`src/rtl/sudoku_check_seq.sv`:
```
// Sequencer that walks the 27 sudoku constraint units through a synchronous
// grid read port and reports the first duplicate or out-of-range value found.
module sudoku_check_seq #(
  parameter bit STOP_ON_ERR = 1'b1,
  parameter bit CHECK_BOXES = 1'b1
) (
  input  logic       clk,
  input  logic       rst_n,
  input  logic       start,
  input  logic       abort,
  output logic       rd_en,
  output logic [3:0] rd_row,
  output logic [3:0] rd_col,
  input  logic [3:0] rd_data,
  output logic       grid_lock,
  output logic       busy,
  output logic       done,
  output logic       err,
  output logic [1:0] err_type,
  output logic [3:0] err_idx,
  output logic [1:0] err_code
);

  typedef enum logic [1:0] {S_IDLE, S_ISSUE, S_DRAIN, S_DONE} state_t;
  typedef enum logic [1:0] {PH_ROW = 2'd0, PH_COL = 2'd1, PH_BOX = 2'd2} phase_t;

  state_t     r_state;
  phase_t     r_phase, r_chk_phase;
  logic [3:0] r_u, r_k, r_chk_u, r_chk_k;
  logic       r_chk_valid;
  logic [8:0] r_mask;

  phase_t     w_nxt_phase;
  logic [3:0] w_nxt_u, w_nxt_k;
  logic       w_last;
  logic [8:0] w_base, w_bit, w_mask_nxt;
  logic       w_zero, w_oor, w_dup, w_err_now;
  logic [1:0] w_code;

  function automatic logic [7:0] cell_addr(input phase_t ph, input logic [3:0] u,
                                           input logic [3:0] k);
    logic [3:0] row, col;
    case (ph)
      PH_ROW: begin row = u; col = k; end
      PH_COL: begin row = k; col = u; end
      default: begin
        row = 4'd3 * (u / 4'd3) + k / 4'd3;
        col = 4'd3 * (u % 4'd3) + k % 4'd3;
      end
    endcase
    return {row, col};
  endfunction

  // Issue-stage counters: k walks cells within a unit, u walks units, then phase.
  // NOTE: every signal written in always_comb gets a default first, so no latch is inferred.
  always_comb begin
    w_nxt_k     = r_k + 4'd1;
    w_nxt_u     = r_u;
    w_nxt_phase = r_phase;
    if (r_k == 4'd8) begin
      w_nxt_k = 4'd0;
      w_nxt_u = r_u + 4'd1;
      if (r_u == 4'd8) begin
        w_nxt_u     = 4'd0;
        w_nxt_phase = (r_phase == PH_ROW) ? PH_COL : PH_BOX;
      end
    end
  end

  assign w_last = (r_k == 4'd8) && (r_u == 4'd8) &&
                  ((r_phase == PH_BOX) || ((r_phase == PH_COL) && !CHECK_BOXES));

  // Check stage: the first cell of a unit starts from an empty mask.
  always_comb begin
    w_base     = (r_chk_k == 4'd0) ? 9'd0 : r_mask;
    w_zero     = (rd_data == 4'd0);
    w_oor      = (rd_data > 4'd9);
    w_bit      = 9'd1 << (rd_data - 4'd1);
    w_dup      = !w_zero && !w_oor && |(w_base & w_bit);
    w_mask_nxt = (w_zero || w_oor) ? w_base : (w_base | w_bit);
    w_err_now  = r_chk_valid && (w_dup || w_oor);
    w_code     = w_oor ? 2'd2 : 2'd1;
  end

  assign grid_lock = busy;

  // NOTE: sequential state uses non-blocking assignments only; abort clears the same set as reset.
  always_ff @(posedge clk or negedge rst_n) begin
    if (!rst_n) begin
      r_state <= S_IDLE;   r_phase <= PH_ROW;     r_u <= '0;       r_k <= '0;
      r_chk_phase <= PH_ROW; r_chk_u <= '0;       r_chk_k <= '0;   r_chk_valid <= 1'b0;
      r_mask <= '0;        rd_en <= 1'b0;         rd_row <= '0;    rd_col <= '0;
      busy <= 1'b0;        done <= 1'b0;          err <= 1'b0;
      err_type <= '0;      err_idx <= '0;         err_code <= '0;
    end else if (abort) begin
      r_state <= S_IDLE;   r_phase <= PH_ROW;     r_u <= '0;       r_k <= '0;
      r_chk_phase <= PH_ROW; r_chk_u <= '0;       r_chk_k <= '0;   r_chk_valid <= 1'b0;
      r_mask <= '0;        rd_en <= 1'b0;         rd_row <= '0;    rd_col <= '0;
      busy <= 1'b0;        done <= 1'b0;          err <= 1'b0;
      err_type <= '0;      err_idx <= '0;         err_code <= '0;
    end else begin
      if (r_chk_valid) r_mask <= w_mask_nxt;
      if (w_err_now && !err) begin
        err      <= 1'b1;
        err_type <= r_chk_phase;
        err_idx  <= r_chk_u;
        err_code <= w_code;
      end
      // A read in flight behind a stopping error is dropped rather than checked.
      r_chk_valid <= rd_en && !(STOP_ON_ERR && w_err_now);
      r_chk_phase <= r_phase;
      r_chk_u     <= r_u;
      r_chk_k     <= r_k;

      case (r_state)
        S_IDLE, S_DONE: begin
          if (start) begin
            r_state  <= S_ISSUE;
            rd_en    <= 1'b1;
            busy     <= 1'b1;
            done     <= 1'b0;
            err      <= 1'b0;
            err_type <= '0;
            err_idx  <= '0;
            err_code <= '0;
            r_mask   <= '0;
            r_phase  <= PH_ROW;
            r_u      <= '0;
            r_k      <= '0;
            rd_row   <= '0;
            rd_col   <= '0;
          end
        end
        S_ISSUE: begin
          if (w_last || (STOP_ON_ERR && w_err_now)) begin
            rd_en   <= 1'b0;
            r_state <= S_DRAIN;
          end else begin
            r_phase          <= w_nxt_phase;
            r_u              <= w_nxt_u;
            r_k              <= w_nxt_k;
            {rd_row, rd_col} <= cell_addr(w_nxt_phase, w_nxt_u, w_nxt_k);
          end
        end
        S_DRAIN: begin
          r_state <= S_DONE;
          busy    <= 1'b0;
          done    <= 1'b1;
        end
        default: r_state <= S_IDLE;
      endcase
    end
  end

endmodule

```
`config.mk`:
```
export PLATFORM = sky130hd
export DESIGN_NAME = sudoku_check_seq
export DESIGN_NICKNAME = d
export VERILOG_FILES = /design/src/rtl/sudoku_check_seq.sv
export SDC_FILE = /design/constraint.sdc
export NUM_CORES = 1
export LEC_CHECK = 0
export BUFFER_PORTS_ARGS = -buffer_cell sky130_fd_sc_hd__buf_2
export CORE_UTILIZATION = 45
export CTS_BUF_LIST = sky130_fd_sc_hd__clkbuf_2
export DETAILED_ROUTE_END_ITERATION = 8
export PLACE_DENSITY_LB_ADDON = 0.12
export SLEW_MARGIN = 20
export SYNTH_ARGS = -nofsm -noshare
export SYNTH_HDL_FRONTEND = slang
export SYNTH_SLANG_ARGS = --single-unit
```
`constraint.sdc`:
```
create_clock -name clk -period 11.09 [get_ports clk]
set_clock_uncertainty 0.05 [all_clocks]
set_input_delay 2.218 -clock clk [delete_from_list [all_inputs] [get_ports clk]]
set_output_delay 2.218 -clock clk [all_outputs]
set_load 0.03 [all_outputs]
```
==> run summary, run 1 <==
Port Buffers: 28
Design Area, Final: 3700 um^2
TNS Setup: 0 ns
Total Routing Usage GR: 19.3%
Routed wire length: 7230 um
Crit path launch type: flip-flop
Detailed Place HPWL: 5310 um
Sink Count: 52
Via density: 5.38
Commonest non-fill, non-tap cell in the layout: nor2_1
Largest net degree at the start of global routing: 53
Prevailing post-synth register cell: dfrtp_1
Post-CTS setup buffer count: 0
ANT cells: 0
Per-cell routed wire length: 14.8 um
Slew margin rel.: 52.2%
Worst-path cell chain: inv_1, ha_1, and3b_1, mux2i_1, inv_1, ha_1, inv_1, ha_1, o31ai_2, mux2i_1, ha_1, nor2_1, nand2b_4, mux2_4, fa_1, ha_1, inv_1, fa_1, xnor2_1, or3_1, and3b_1, mux2i_1, nand2_1
IO Count: 29
Synthesized instance count: 374
Register share of total power: 47.8%
Fmax: 172 MHz
Max-cap viol count: 0
Crit Path Category: reg -> reg
Maximum vdd drop: 0.0000627 V
Nets: 421
Layout area overhead: 6.25%
Clock tree buffer depth: 2
Initial drt markers: 157
Final Cycle Share: 52.4%
Cell family with most CP delay: adder cells
Crit path top cell by count: ha_1
GPL Wtd Cong: 0.872
Status: finished, final reports clean
DIE WIDTH: 90.0 um
Switching pwr: 0.175 mW
DRC Markers: 0
CTS-repair resized insts: 0
Vias in the first global route: 2479
Crit. End Element: flip-flop
Post-Syn Nets: 405
EDFF count, synth: 0
Slowest stage delay, CP: 0.54 ns
Congestion Overflow GR: 0
Internal: 0.265 mW
Worst Tran Pin Value: 0.714 ns
Vias: 2638
Sequential cell area fraction in the yosys report: 37.4%
Area after DPL: 3650 um^2
Clock power frac: 18.3%
Pwr Density: 119 nW/um^2
Synthesized area: 3480 um^2
Comb power frac: 33.9%
First-pass GRT wire length: 12700 um
Async SR Flop Fraction: 100%
Rows: 31
# setup viols final: 0
RSZ-0062 raised after global routing: no
Total power: 0.440 mW
Layout cell share with drive strength beyond 1: 15.1%
Initial antenna violation count: 0
CTS tree: yes
Final ANT Viol Nets: 0
Full die area: 8090 um^2
Total CTS buffers: 5
Crit path DAT: 6.12 ns
#FFs+latches synth: 52
Endpoints failing hold: 0
Cell variety after synth: 60
Clock period minus worst slack: 5.81 ns
Worst EP required: 11.40 ns
Slew Viols, Final: 0
Core area: 7370 um^2
Leak Pwr: 1.72 nW
WP buf/inv: 4
Commonest non-fill, non-tap cells in the layout: nor2_1 (53), dfrtp_1 (52), inv_1 (29), buf_2 (28), nand2_1 (27)
Die Y: 90.0 um
CP Max Fanout: 12
Clock-pin slew on the worst setup and hold paths: 0.26 ns
Yosys warns: 0
Net Sw Frac: 39.7%
Slowest-stage cell, CP: fa_1
Hold WC Path Type: reg -> reg
Initial Util: 47.2%
Syn Area/Cell: 9.31 um^2
Htree depth: 2
Clk Latency, worst-skew pair: 0.43 ns
Pre-antenna DRT Iters: 6
Root buf cell: clkbuf_2
Hold buffer count at CTS: 0
cell usage after synthesis, types with 2 or more instances:
| cell type | number | area [um^2] |
|---|---|---|
| a21oi_1 | 19 | 95.1 |
| buf_2 | 6 | 30.0 |
| or3_1 | 2 | 12.5 |
| a21o_1 | 6 | 45.0 |
| mux2i_1 | 11 | 110 |
| and3b_1 | 4 | 35.0 |
| o31ai_1 | 2 | 15.0 |
| nor3_1 | 9 | 45.0 |
| a22o_1 | 3 | 26.3 |
| nand4_1 | 2 | 12.5 |
| mux2_2 | 3 | 33.8 |
| and2_1 | 4 | 25.0 |
| a31oi_1 | 5 | 31.3 |
| nor2b_1 | 8 | 50.1 |
| o21ai_1 | 2 | 10.0 |
| inv_1 | 29 | 109 |
| o31ai_2 | 2 | 25.0 |
| a22oi_1 | 8 | 60.1 |
| xor2_1 | 2 | 17.5 |
| nand2_1 | 27 | 101 |
| nor3b_1 | 2 | 15.0 |
| fa_1 | 6 | 120 |
| xnor2_1 | 11 | 96.3 |
| ha_1 | 17 | 213 |
| nor2_1 | 53 | 199 |
| a32oi_1 | 2 | 17.5 |
| a211oi_1 | 4 | 30.0 |
| o21ai_0 | 14 | 70.1 |
| clkbuf_1 | 9 | 33.8 |
| o211ai_1 | 2 | 15.0 |
| mux2_4 | 3 | 45.0 |
| nand3_1 | 5 | 25.0 |
| or2_2 | 2 | 12.5 |
| o21a_1 | 2 | 15.0 |
| buf_4 | 2 | 15.0 |
| nand2b_1 | 5 | 31.3 |
| dfrtp_1 | 52 | 1300 |
| buf_6 | 2 | 22.5 |
| o221ai_1 | 6 | 52.6 |
flip-flops by register name (all words and copies together), names as in the netlist:
name and cells:
r_mask 9, err_idx 4, r_chk_k 4, r_chk_u 4, r_k 4, r_u 4, rd_col 4, rd_row 4
err_code 2, err_type 2, r_chk_phase 2, r_phase 2, r_state 2, busy 1, done 1, err 1
r_chk_valid 1, rd_en 1
final cells by class:
| cell class | count | area [um^2] |
|---|---|---|
| fill | 732 | 3670 |
| clock inverter | 3 | 21.3 |
| timing repair buffer | 29 | 148 |
| multi-input combinational | 273 | 1970 |
| tap | 99 | 124 |
| inverter | 29 | 109 |
| sequential | 52 | 1300 |
| clock buffer | 5 | 25.0 |
power groups by stage:
stage               Clock [mW]  Combinational [mW]  Sequential (mW)
CTS                     0.0843               0.149            0.210
detailed placement           0               0.148            0.214
floorplan                    0               0.105            0.222
finish                  0.0804               0.149            0.210
global route            0.0930               0.166            0.212
global placement             0               0.148            0.213
metal layers:
layer	GRT usage [%]	up-vias	share of wire, %
met5	0	-	0
met4	4.03	0	0.19
met3	2.71	3	3.5
met2	29.7	48	44
met1	28.9	1252	52
li1	-	1335	-
through the flow:
stage | std cells | hold slack [ns] | setup slack, ns | util, %
final | 490 | 0.464 | 5.28 | 50.2
after global routing | 490 | 0.491 | 4.81 | 50.2
after CTS | 490 | 0.469 | 5.26 | 50.1
after detailed placement | 482 | 0.412 | 5.30 | 49.5
after global placement | 482 | 0.407 | 5.53 | 49.5
after floorplan | 374 | 0.415 | 6.03 | -
cells by family (layout without fill, tap and decap cells):
family                     after synthesis  after routing  share of synthesized area [%]
adders and majority gates               23             23                           9.56
DFF                                     52             52                           37.4
AOI/OAI and AO/OA                       87             87                           18.3
muxes                                   19             19                           6.72
buffers and inverters                   49             66                           6.15
and+or+nand+nor                        131            131                           18.6
xor gates and xnor gates                13             13                           3.27
worst paths after layout:
kind                           start  slack [ns]    endpoint  depth (start not counted)
setup reg to reg              r_k[0]        5.28   rd_col[3]                         23
hold reg to reg            rd_col[1]        0.46   rd_col[1]                          1
min in group asynchronous      rst_n        1.78  r_chk_u[1]                          2
max in group asynchronous      rst_n        8.77   rd_col[2]                          2
hold / removal             rd_col[1]        0.46   rd_col[1]                          1
setup / recovery              r_k[0]        5.28   rd_col[3]                         23
Note: power is estimated with default switching activity, not from simulation.
==> run 2: changes to the inputs <==
- clock period: 11.09 -> 5 ns (I/O delays scaled with it)
==> run 2 against run 1 <==
Effect of this change: clock-buffer cell count rose by 1; non-clock buffer count rose by 35; die area did not move; global-route usage rose by 1.1 points; total power rose by 150%; largest cell class unchanged; sequential share of layout area fell by 3.6 points; fmax rose by 21%; combinational power rose to 2.7 times the previous value.
==> run summary, run 2 (same netlist as run 1, synthesis figures left out) <==
Crit path launch type: flip-flop
Commonest non-fill, non-tap cells in the layout: nor2_1 (51), dfrtp_1 (50), buf_4 (35), buf_2 (28), nand2_1 (27)
Layout area overhead: 18.5%
Routed wire length: 7890 um (+9.1%)
Max reg flops: 9 (unchanged)
Worst EP required: 5.34 ns (-6.06 ns)
Critical path endpoint: rd_col[3]
Final worst slack: 0.206 ns (-5.08 ns)
Crit. Startpoint: r_k[1]
Crit Path Category: reg -> reg
GPL Wtd Cong: 0.855 (-1.9%)
R2R depth: 23 (unchanged)
Largest net degree at the start of global routing: 53 (unchanged)
Per-cell routed wire length: 15.0 um (+1.9%)
Initial Util: 47.2% (unchanged)
Port Buffers: 28 (unchanged)
Worst-path cell chain: inv_2, ha_4, and3b_2, mux2i_2, inv_2, ha_1, inv_2, ha_4, o31ai_2, mux2i_1, ha_2, nor2_2, nand2b_4, mux2_4, fa_1, ha_1, inv_1, fa_2, xnor2_2, or3_1, and3b_1, mux2i_1, nand2_1
Total Routing Usage GR: 20.4% (+1.1 points)
Pre-antenna DRT Iters: 4 (-2)
Hold buffer count at CTS: 0 (unchanged)
Setup slack, reg-to-reg: 0.21 ns (-5.08 ns)
Hold WC Path Type: reg -> reg
ANT cells: 0 (unchanged)
Via density: 5.44 (+1.0%)
CP Max Fanout: 4 (-8)
Crit path DAT: 5.13 ns (-0.99 ns)
Sink Count: 52 (unchanged)
Hold slack: 0.467 ns (+0.00206 ns)
Area after DPL: 3810 um^2 (+4.6%)
Worst Tran Pin Value: 0.745 ns (+0.0304 ns)
Total CTS buffers: 5 (unchanged)
Pwr Density: 264 nW/um^2 (+120%)
First-pass GRT wire length: 13400 um (+5.7%)
Biggest register: r_mask
Slowest stage delay, CP: 0.54 ns (about the same)
WP buf/inv: 4 (unchanged)
Final ANT Viol Nets: 0 (unchanged)
M2 GR Usage: 32.7% (+3.0 points)
IO Count: 29 (unchanged)
Met1 global-route usage: 29.3% (+0.42 points)
DRC Markers: 0 (unchanged)
Detailed Place HPWL: 5700 um (+7.2%)
Htree depth: 2 (unchanged)
Met3 Use GR: 2.96% (+0.25 points)
Full die area: 8090 um^2 (unchanged)
Leak Pwr: 1.93 nW (+13%)
Final Cycle Share: 95.9% (+44 points)
Slew Viols, Final: 0 (unchanged)
Worst slack, placed: -0.122 ns (-5.42 ns)
Layout cell share with drive strength beyond 1: 27.9% (+13 points)
Vias in the first global route: 2707 (+9.2%)
HP Start: rd_col[0]
Maximum vdd drop: 0.000144 V (+130%)
Clock period minus worst slack: 4.79 ns (-1.01 ns)
Endpoints failing hold: 0 (unchanged)
Root buf cell: clkbuf_2
Clock tree buffer depth: 2 (unchanged)
Total power: 1.09 mW (+150%)
Commonest non-fill, non-tap cell in the layout: nor2_1
Congestion Overflow GR: 0 (unchanged)
Status: finished, final reports clean
Initial antenna violation count: 0 (unchanged)
Slew margin rel.: 50.2% (-2.0 points)
Crit. End Element: flip-flop
Rows: 31 (unchanged)
Cell family with most CP delay: adder cells
RR Endpoint: rd_col[3]
Worst r2r src: r_k[1]
Critical path depth: 23 (unchanged)
Core area: 7370 um^2 (unchanged)
Crit path top cell by count: inv_2
Grt peak-use layer: met2
# setup viols final: 0 (unchanged)
Clock-pin slew on the worst setup and hold paths: 0.28 ns (+0.02 ns)
Clk Latency, worst-skew pair: 0.45 ns (+0.02 ns)
Design Area, Final: 4120 um^2 (+12%)
Slowest-stage cell, CP: fa_1
Nets: 456 (+8.3%)
Max-cap viol count: 0 (unchanged)
DIE WIDTH: 90.0 um (unchanged)
CTS tree: yes
Die Y: 90.0 um (unchanged)
Vias: 2855 (+8.2%)
Initial drt markers: 128 (-18%)
Fmax: 209 MHz (+21%)
Final core utilization: 56.0% (+5.8 points)
==> run 2: cell types whose count changed in the layout (fill, tap and decap cells not counted), sizes merged <==
cell      before  now
clkbuf         5    6
clkinvlp       1    0
buf           29   64
clkinv         1    0
bufinv         0    1
==> run 2: layout make-up <==
type                       count  area [um^2]
tap                           99          124
clock buffer                   6         30.0
sequential                    52         1300
timing repair buffer          64          414
fill                         688         3250
clock inverter                 2         38.8
inverter                      29          109
multi-input combinational    273         2100
==> run 2: power breakdown <==
group          internal, mW  switching, mW
clock network        0.0887          0.142
registers             0.445         0.0177
logic                 0.150          0.245
==> run 2: what timing repair did <==
| action | CTS | global route |
|---|---|---|
| setup buffers | 2 | 12 |
| resized for setup | 5 | 27 |
| endpoints found under the setup margin | 1 | 2 |
| pin swaps | 0 | 5 |
| endpoints found under the hold margin | 0 | 0 |
==> run 2: how the worst min path moves through the flow <==
stage,endpoint,depth (start not counted)
detailed placement,rd_col[1],1
finish,rd_col[0],1
global placement,rd_row[2],1
CTS,rd_col[0],1
global route,rd_col[0],1
floorplan,err_idx[0],2
==> run 2: metal layers <==
metal	share of wire [%]	routed length [um]
met2	47	3690
met4	1.1	87
met1	49	3880
met5	0	0
met3	3.0	233
==> run 2: stage by stage <==
step	setup TNS (ns)	cells
4_1_cts	0	513
6_report	0	525
3_3_place_gp	0	503
5_1_grt	-0.0669	525
2_1_floorplan	0	374
3_5_place_dp	-0.122	503
==> run 3: changes to the inputs <==
- ABC_AREA: unset -> 1
==> run 3 against run 2 <==
Effect of this change: non-clock buffer count is 27 lower; sequential power is 9.7% higher; design area is 7.9% lower; global-route usage is 0.87 points higher; via count is 3.9% higher; highest routed layer unchanged; combinational power is 26% higher; sequential share of layout area is 2.7 points higher; critical path depth is 8 higher; clock-buffer cell count stayed put.
==> run summary, run 3 <==
Total CTS buffers: 5 (unchanged)
Leak Pwr: 1.93 nW (about the same)
GPL Wtd Cong: 0.893 (+4.4%)
Syn Area/Cell: 7.74 um^2 (-17%)
Setup slack, reg-to-reg: 0.34 ns (+0.13 ns)
Congestion Overflow GR: 0 (unchanged)
Full die area: 7900 um^2 (-2.3%)
Slew margin rel.: 48.3% (-1.9 points)
Hold buffer count at CTS: 0 (unchanged)
Crit path DAT: 4.98 ns (-0.15 ns)
Root buf cell: clkbuf_2
Layout cell share with drive strength beyond 1: 17.4% (-11 points)
ANT cells: 0 (unchanged)
Crit. Startpoint: r_k[0]
Per-cell routed wire length: 13.2 um (-12%)
Cell variety after synth: 39 (-35%)
Clock-pin slew on the worst setup and hold paths: 0.27 ns (about the same)
Vias in the first global route: 2806 (+3.7%)
Initial Util: 46.6% (-0.63 points)
Biggest register: r_mask
Post-Layout Cell Count: 576 (+9.7%)
Routed wire length: 7620 um (-3.5%)
Pre-antenna DRT Iters: 4 (unchanged)
Fmax: 214 MHz (+2.8%)
Yosys warns: 0 (unchanged)
Sink Count: 52 (unchanged)
Hold WC Path Type: in -> async
R2R depth: 31 (+35%)
Area after DPL: 3650 um^2 (-4.3%)
Largest cells by area after synthesis: dfrtp_1 (38%), nand2_1 (9.1%), inv_1 (7.4%)
Worst r2r src: r_k[0]
CP Max Fanout: 8 (+4)
Commonest non-fill, non-tap cell in the layout: nand2_1
Die Y: 88.9 um (-1.2%)
Synthesized instance count: 439 (+17%)
DRC Markers: 0 (unchanged)
Post-synth top cells: nand2_1 (82), inv_1 (67), nor2_1 (61)
Crit Path Category: reg -> reg
Largest net degree at the start of global routing: 34 (-36%)
M2 GR Usage: 36.6% (+3.9 points)
IO Count: 29 (unchanged)
Commonest non-fill, non-tap cells in the layout: nand2_1 (80), inv_1 (65), nor2_1 (60), dfrtp_1 (51), nand3_1 (44)
Detailed Place HPWL: 5780 um (+1.4%)
Final Cycle Share: 93.3% (-2.6 points)
Core area: 7290 um^2 (-1.1%)
Nets: 507 (+11%)
DIE WIDTH: 88.9 um (-1.2%)
Pwr Density: 324 nW/um^2 (+23%)
Slowest stage delay, CP: 0.52 ns (-0.02 ns)
Post-Syn Nets: 470 (+16%)
Htree depth: 2 (unchanged)
Critical path endpoint: rd_col[3]
Async SR Flop Fraction: 100% (unchanged)
Status: finished, final reports clean
Slowest-stage cell, CP: dfrtp_2
Met1 global-route usage: 27.8% (-1.5 points)
Met3 Use GR: 3.05% (+0.086 points)
Slew Viols, Final: 0 (unchanged)
Via density: 5.15 (-5.3%)
Design Area, Final: 3800 um^2 (-7.9%)
Placed insts: 562 (+12%)
Prevailing post-synth register cell: dfrtp_1
#FFs+latches synth: 52 (unchanged)
Max reg flops: 9 (unchanged)
# setup viols final: 0 (unchanged)
Total power: 1.23 mW (+13%)
Initial antenna violation count: 0 (unchanged)
Final ANT Viol Nets: 0 (unchanged)
Yosys top cell area share: 38.3% (+0.91 points)
Port Buffers: 28 (unchanged)
Clock period minus worst slack: 4.66 ns (-0.130 ns)
Clk Latency, worst-skew pair: 0.44 ns (about the same)
Layout area overhead: 11.8%
Maximum vdd drop: 0.000128 V (-11%)
Crit. End Element: flip-flop
Endpoints failing hold: 0 (unchanged)
Max-cap viol count: 0 (unchanged)
Worst EP required: 5.32 ns (-0.02 ns)
EDFF count, synth: 0 (unchanged)
Grt peak-use layer: met2
Rows: 31 (unchanged)
Vias: 2965 (+3.9%)
Crit path launch type: flip-flop
Area leader, netlist: dfrtp_1
Total Routing Usage GR: 21.2% (+0.87 points)
RR Endpoint: rd_col[3]
Worst Tran Pin Value: 0.773 ns (+0.0284 ns)
CTS tree: yes
Initial drt markers: 189 (+48%)
Clock tree buffer depth: 2 (unchanged)
First-pass GRT wire length: 13000 um (-2.6%)
Most frequent cell after synthesis: nand2_1
Sequential cell area fraction in the yosys report: 38.3% (+0.91 points)
FILL cells: 736 (+7.0%)
Synthesized area: 3400 um^2 (-2.4%)
## run 3: critical path, delay by kind of cell, from the launching register on
family / cells / cell delay, ns
AOI/OAI and AO/OA: 1 / 0.15
buffers and inverters: 6 / 0.39
and+or+nand+nor: 16 / 1.55
DFF: 1 / 0.52
xor gates and xnor gates: 1 / 0.18
adders and majority gates: 7 / 1.75
## run 3: cell families after synthesis
logic type / after synthesis / synth area share (%)
compound gates: 55 / 10.3
xor+xnor: 4 / 1.03
fa+ha+maj: 23 / 9.79
buf+inv: 77 / 8.87
flops: 52 / 38.3
mux: 7 / 2.10
simple gates: 221 / 29.6
## run 3: layout make-up
| type | instances | area (um^2) | share of cell area [%] |
|---|---|---|---|
| flip-flops and latches | 52 | 1300 | 34.3 |
| repair buffers | 37 | 208 | 5.47 |
| clock buffers | 6 | 30.0 | 0.790 |
| well taps | 99 | 124 | 3.26 |
| clock inverters | 2 | 38.8 | 1.02 |
| inverters | 70 | 265 | 6.98 |
| multi-input cells | 310 | 1830 | 48.2 |
## run 3: how the worst min path moves through the flow
stage,start,end,slack [ns],cells past startpoint
after detailed placement,rd_col[3],rd_col[3],0.41,2
after global routing,rst_n,r_mask[8],0.38,1
after floorplan,r_chk_u[0],err_idx[0],0.42,2
after CTS,rst_n,r_mask[4],0.37,1
final,rst_n,r_mask[4],0.39,1
after global placement,rd_col[3],rd_col[3],0.41,2
## run 3: metal layers
| layer | share of wire, % | wire [um] | vias to the layer above |
|---|---|---|---|
| met1 | 47 | 3570 | 1402 |
| met2 | 48 | 3690 | 55 |
| met4 | 1.9 | 141 | 0 |
| li1 | - | - | 1495 |
| met5 | 0 | 0 | - |
| met3 | 2.8 | 217 | 13 |
## run 3: what timing repair did
item                                   in CTS  in global routing
endpoints found under the hold margin       0                  0
cloned                                      0                  0
buffers inserted                            0                  6
setup endpoints to repair                   1                  4
pin swaps                                   0                  3
gates resized for setup                     1                 13
## run 3: through the flow
stage,hold slack [ns],TNS (ns),setup WS [ns],utilization (%)
after global routing,0.376,-0.0129,-0.0129,52.1
after global placement,0.412,0,0.183,50.0
after floorplan,0.415,0,0.442,-
after detailed placement,0.412,0,0.00621,50.0
after CTS,0.374,0,0.0558,51.0
final,0.386,0,0.336,52.1
## run 3: report_power, final
part	total (mW)	switching (mW)	internal (mW)
Clock	0.226	0.138	0.0886
Sequential	0.507	0.0362	0.471
Combinational	0.497	0.338	0.159
Total	1.23	0.511	0.719
